[config.mk]
export PLATFORM = sky130hd
export DESIGN_NAME = mult_hilo_unit
export DESIGN_NICKNAME = d
export VERILOG_FILES = /design/src/rtl/mult_hilo_unit.sv
export SDC_FILE = /design/constraint.sdc
export NUM_CORES = 1
export LEC_CHECK = 0
export BUFFER_PORTS_ARGS = -buffer_cell sky130_fd_sc_hd__buf_2
export CAP_MARGIN = 25
export CORE_UTILIZATION = 45
export DETAILED_ROUTE_END_ITERATION = 7
export GPL_TIMING_DRIVEN = 0
export PLACE_DENSITY_LB_ADDON = 0.12
export RECOVER_POWER = 50
export SYNTH_ARGS = -nofsm -noshare
export SYNTH_HDL_FRONTEND = slang
export SYNTH_SLANG_ARGS = --single-unit
export TNS_END_PERCENT = 10
[constraint.sdc]
create_clock -name clk -period 8.4 [get_ports clk]
set_clock_uncertainty 0.2 [all_clocks]
set_input_delay 2.52 -clock clk [delete_from_list [all_inputs] [get_ports clk]]
set_output_delay 2.52 -clock clk [all_outputs]
set_load 0.05 [all_outputs]
[src/rtl/mult_hilo_unit.sv]
// Iterative signed shift-add multiplier with architectural HI/LO registers.
// Stalls the PC while a mult runs and supplies LO to write-back on mflo.
module mult_hilo_unit #(
  parameter int DATA_WIDTH = 32
) (
  input  logic                  clk,
  input  logic                  reset,
  input  logic                  mult_operation,
  input  logic                  mflo_flag,
  input  logic [DATA_WIDTH-1:0] srcA,
  input  logic [DATA_WIDTH-1:0] srcB,
  output logic                  mult_stall,
  output logic                  mult_done,
  output logic [DATA_WIDTH-1:0] lo_out,
  output logic [DATA_WIDTH-1:0] hi_out,
  output logic [DATA_WIDTH-1:0] wb_data
);

  localparam int CW = $clog2(DATA_WIDTH);
  localparam int PW = 2 * DATA_WIDTH;

  typedef enum logic [1:0] {
    IDLE = 2'd0,
    BUSY = 2'd1,
    DONE = 2'd2
  } state_t;

  state_t                state_reg, state_next;
  logic [DATA_WIDTH-1:0] mcand_reg;
  logic [DATA_WIDTH-1:0] mplier_reg;
  logic [PW-1:0]         acc_reg;
  logic [CW-1:0]         count_reg;
  logic                  sign_reg;
  logic [DATA_WIDTH-1:0] hi_reg;
  logic [DATA_WIDTH-1:0] lo_reg;

  logic [DATA_WIDTH-1:0] abs_a;
  logic [DATA_WIDTH-1:0] abs_b;
  logic [PW-1:0]         addend;
  logic [PW-1:0]         acc_sum;
  logic [PW-1:0]         product;
  logic                  last_step;

  // Negating the most negative value wraps to itself, which read as unsigned is its magnitude.
  assign abs_a     = srcA[DATA_WIDTH-1] ? -srcA : srcA;
  assign abs_b     = srcB[DATA_WIDTH-1] ? -srcB : srcB;
  assign addend    = mplier_reg[0] ? ({{DATA_WIDTH{1'b0}}, mcand_reg} << count_reg) : '0;
  assign acc_sum   = acc_reg + addend;
  assign product   = sign_reg ? -acc_sum : acc_sum;
  assign last_step = (count_reg == CW'(DATA_WIDTH - 1));

  always_ff @(posedge clk or negedge reset) begin
    if (!reset) begin
      state_reg <= IDLE;
    end else begin
      state_reg <= state_next;
    end
  end

  always_comb begin
    state_next = state_reg;
    mult_stall = 1'b0;
    mult_done  = 1'b0;
    case (state_reg)
      IDLE: begin
        mult_stall = mult_operation;
        if (mult_operation) state_next = BUSY;
      end
      BUSY: begin
        mult_stall = 1'b1;
        if (last_step) state_next = DONE;
      end
      DONE: begin
        mult_done  = 1'b1;
        state_next = IDLE;
      end
      default: state_next = IDLE;
    endcase
    // Stall must fall the moment reset is asserted, even with a mult still decoded.
    if (!reset) mult_stall = 1'b0;
  end

  always_ff @(posedge clk or negedge reset) begin
    if (!reset) begin
      mcand_reg  <= '0;
      mplier_reg <= '0;
      acc_reg    <= '0;
      count_reg  <= '0;
      sign_reg   <= 1'b0;
      hi_reg     <= '0;
      lo_reg     <= '0;
    end else begin
      case (state_reg)
        IDLE: begin
          if (mult_operation) begin
            mcand_reg  <= abs_a;
            mplier_reg <= abs_b;
            sign_reg   <= srcA[DATA_WIDTH-1] ^ srcB[DATA_WIDTH-1];
            acc_reg    <= '0;
            count_reg  <= '0;
          end
        end
        BUSY: begin
          acc_reg    <= acc_sum;
          mplier_reg <= mplier_reg >> 1;
          count_reg  <= count_reg + 1'b1;
          if (last_step) begin
            hi_reg <= product[PW-1:DATA_WIDTH];
            lo_reg <= product[DATA_WIDTH-1:0];
          end
        end
        default: ;
      endcase
    end
  end

  assign hi_out  = hi_reg;
  assign lo_out  = lo_reg;
  assign wb_data = mflo_flag ? lo_reg : '0;

endmodule

==> flow_summary_export.csv <==
group,metric,value,unit
run_status,status,"finished, violations left",
run_status,violations,"max-capacitance violations, max-slew violations",
cts,postCtsHoldBufs,0,
cells_and_area,multiInputGateArea,0.0113,sq mm
global_routing,grt-ovfl-total,0,
synth,ys_types,87,
floorplanning,num_rows,70,
floorplanning,pin_count,166,
drt,avgViaCountPerCell,6.07,
synth,synth_common_cells,"287 x nand2_1, 247 x o21ai_0, 200 x dfrtp_1",
hold_path,min-delay-start,"hi_out[5]",
hold_path,holdPathStages,2,
cells_and_area,ff_latch_area,0.00500,sq mm
sta,finalCritPeriodShare,0.939,
synth,yosysWarnings,0,
cts,cts.clk_slew.worst_paths,0.08,ns
cells_and_area,fin_nets,2432,
cells_and_area,n_fill_cell,3685,
drt,drtAntennaViolNets,0,
power_and_ir_drop,ir_worst_vdd,0.202,mV
floorplanning,initial_core_util,0.461,
global_routing,antenna_found_initial,0,
sta,tns,0,ns
place,placed_cells,2779,
drt,drc,0,
cts,cts_max_path_buffers,2,
power_and_ir_drop,p_sw,5290,uW
synth,synthArstFlopShare,1.00,
setup_path,rrSetupSlack,0.52,ns
sta,final-setup-viol-count,0,
drt,post_drt_wl_per_cell,22.3,microns
place,dp_hpwl,51300,microns
power_and_ir_drop,p_int,4120,uW
cts,clock-root-buffer,"clkbuf_16",
drt,vias,17100,
sta,min_period,7.88,ns
power_and_ir_drop,power.density,491,mW/mm^2
synth,yosysSeqAreaShare,0.294,
power_and_ir_drop,swShare,0.562,
sta,slew_headroom,-0.927,
synth,synth_top_flop_cell,"dfrtp_1",
cells_and_area,syn_to_final_growth,12.7,%
sta,worst_pin_slew,2.89,ns
sta,finalMaxSlewViolations,116,
place,place_congestion,0.989,
run,maxCapViolations,1,
global_routing,grt_usage,0.329,
setup_path,start_kind,"register",
floorplanning,die_w,196,microns
floorplanning,core_area,0.0369,sq mm
sta,rsz0062_at_grt,"no",
cells_and_area,largest_reg_flops,64,
drt,drtPass1Iterations,7,
power_and_ir_drop,combPwrFrac,0.729,
floorplanning,die-area,0.0386,sq mm
drt,wirelength,62600,microns
hold_path,hold_path.class,"reg2reg",
global_routing,grt_max_degree,116,
floorplanning,fp.dieH,196,microns
hold_path,whs_endpoint,"hi_out[5]",
synth,ys_ff_latch,200,
synth,synthTopCellsByArea,"dfrtp_1 29%, o21ai_0 7.3%, nand2_1 6.3%, xor2_1 5.8%, ha_1 5.0%",
cells_and_area,antennaDiodeCount,0,
synth,syn_nets,2241,
power_and_ir_drop,p_clk_frac,0.098,
setup_path,ff2ff_path_depth,21,
setup_path,reg2reg_from,"count_reg[1]",
power_and_ir_drop,seqPwrFrac,0.173,
synth,yosysTopAreaCellShare,0.294,
setup_path,crit_path_end_kind,"register",
synth,yosysTopAreaCell,"dfrtp_1",
cts,insertion_delay,0.48,ns
power_and_ir_drop,power_leakage,0.00819,uW
cts,cts_buffers,17,
cells_and_area,final_cells,2812,
setup_path,reg2reg_to,"hi_out[21]",
setup_path,worstSetupPathType,"reg2reg",
global_routing,grt_pass1_wl,95900,microns
cells_and_area,drive_gt1_frac,0.116,
synth,synth_most_common_cell,"nand2_1",
setup_path,worstPathRequired,8.52,ns
global_routing,grt_pass1_vias,16100,
setup_path,startpoint,"count_reg[1]",
setup_path,cp_data_arrival_time,8.01,ns
sta,fmax,127,MHz
cts,cts.sinks,200,
setup_path,cp_max_fo,10,
place,port_buffers,165,
synth,netlist_area,0.0170,sq mm
synth,synth_edf_count,0,
cts,htreeDepth,4,
drt,first_iter_violations,1337,
synth,syn-instance-count,2104,
sta,hold_violations,0,
synth,syn_avg_cell_area,8.08,sq um
cts,cts_tree,"done",
## metal layers
metal / vias up / part of all wire / GRT usage
met3: 86 / 0.059 / 0.0364
met5: - / 0 / 0
met1: 8241 / 0.45 / 0.461
met4: 0 / 0.031 / 0.117
met2: 607 / 0.46 / 0.525
li1: 8141 / - / -
## cell type report
type	instances	share of cell area
Buffer	141	0.0305
Sequential cell	200	0.261
Tap cell	504	0.0329
Timing Repair Buffer	172	0.0455
Multi-Input combinational cell	1730	0.590
Inverter	33	0.00647
Clock inverter	15	0.0108
Clock buffer	17	0.0222
## repair_timing
action	4_1_cts	5_1_grt
endpoints found under the setup margin	0	17
resized for setup	0	8
setup buffers	0	1
hold endpoints to repair	0	0
## metrics by stage
step / total power (uW) / setup slack, ns / hold slack [ns] / area [sq um] / util
2_1_floorplan: 6360 / 2.02 / 0.251 / 17000 / -
3_3_place_gp: 8240 / -0.880 / 0.260 / 18500 / 0.501
3_5_place_dp: 8350 / 0.271 / 0.267 / 18600 / 0.503
4_1_cts: 9290 / 0.240 / 0.284 / 19200 / 0.521
5_1_grt: 10100 / 0.149 / 0.308 / 19200 / 0.519
6_report: 9410 / 0.516 / 0.285 / 19200 / 0.519
## worst max path at each step
stage | endpoint | slack [ns] | cells past startpoint
2_1_floorplan | hi_out[20] | 2.02 | 22
3_5_place_dp | hi_out[29] | 0.27 | 23
6_report | hi_out[21] | 0.52 | 21
5_1_grt | hi_out[21] | 0.15 | 21
3_3_place_gp | mult_stall | -0.88 | 4
4_1_cts | hi_out[29] | 0.24 | 23
## worst max-delay path, cell delays in order (launching register included)
cell and delay [ns]:
dfrtp_1 0.49, buf_1 0.48, clkbuf_1 0.50, a211oi_1 0.17
a21oi_1 0.22, mux2i_1 0.15, mux2_2 0.35, o22ai_1 0.38
ha_1 0.34, buf_2 0.19, a21oi_1 0.23, o21ai_1 0.15
a21oi_1 0.14, nand3_1 0.35, xor2_1 0.33, a2111oi_1 0.78
nand3b_1 0.22, nor4_1 0.77, nand4_1 0.53, o41ai_1 0.47
xor2_1 0.17, o21ai_0 0.10
## layout by cell type, fill, tap and decap left out, types with 15 or more instances in the layout
| cell type | instances |
|---|---|
| a21o_1 | 17 |
| a21oi_1 | 121 |
| a22o_1 | 52 |
| a22oi_1 | 26 |
| and2_1 | 61 |
| buf_2 | 143 |
| clkbuf_1 | 142 |
| clkbuf_16 | 17 |
| dfrtp_1 | 200 |
| ha_1 | 68 |
| inv_1 | 32 |
| mux2_2 | 16 |
| mux2i_1 | 42 |
| mux4_2 | 24 |
| nand2_1 | 287 |
| nand3_1 | 27 |
| nand4_1 | 54 |
| nor2_1 | 136 |
| nor3_1 | 32 |
| o21ai_0 | 247 |
| o22ai_1 | 37 |
| o31ai_1 | 41 |
| o41ai_1 | 15 |
| or3_1 | 38 |
| or4_1 | 18 |
| xnor2_1 | 42 |
| xor2_1 | 113 |
## power groups by stage
| stage | sequential, uW | combinational, uW | clock [uW] |
|---|---|---|---|
| detailed placement | 1620 | 6720 | 0 |
| CTS | 1610 | 6740 | 934 |
| global route | 1660 | 7450 | 966 |
| floorplan | 1750 | 4610 | 0 |
| finish | 1620 | 6870 | 923 |
| global placement | 1620 | 6620 | 0 |
## cells by family after synthesis
group / count (synthesis) / synth area share
AOI/OAI and AO/OA: 690 / 0.258
adders and majority gates: 69 / 0.0512
xor gates and xnor gates: 155 / 0.0798
and+or+nand+nor: 734 / 0.208
muxes: 82 / 0.0671
DFF: 200 / 0.294
buffers and inverters: 174 / 0.0415
Power figures use the tool's default switching activity.
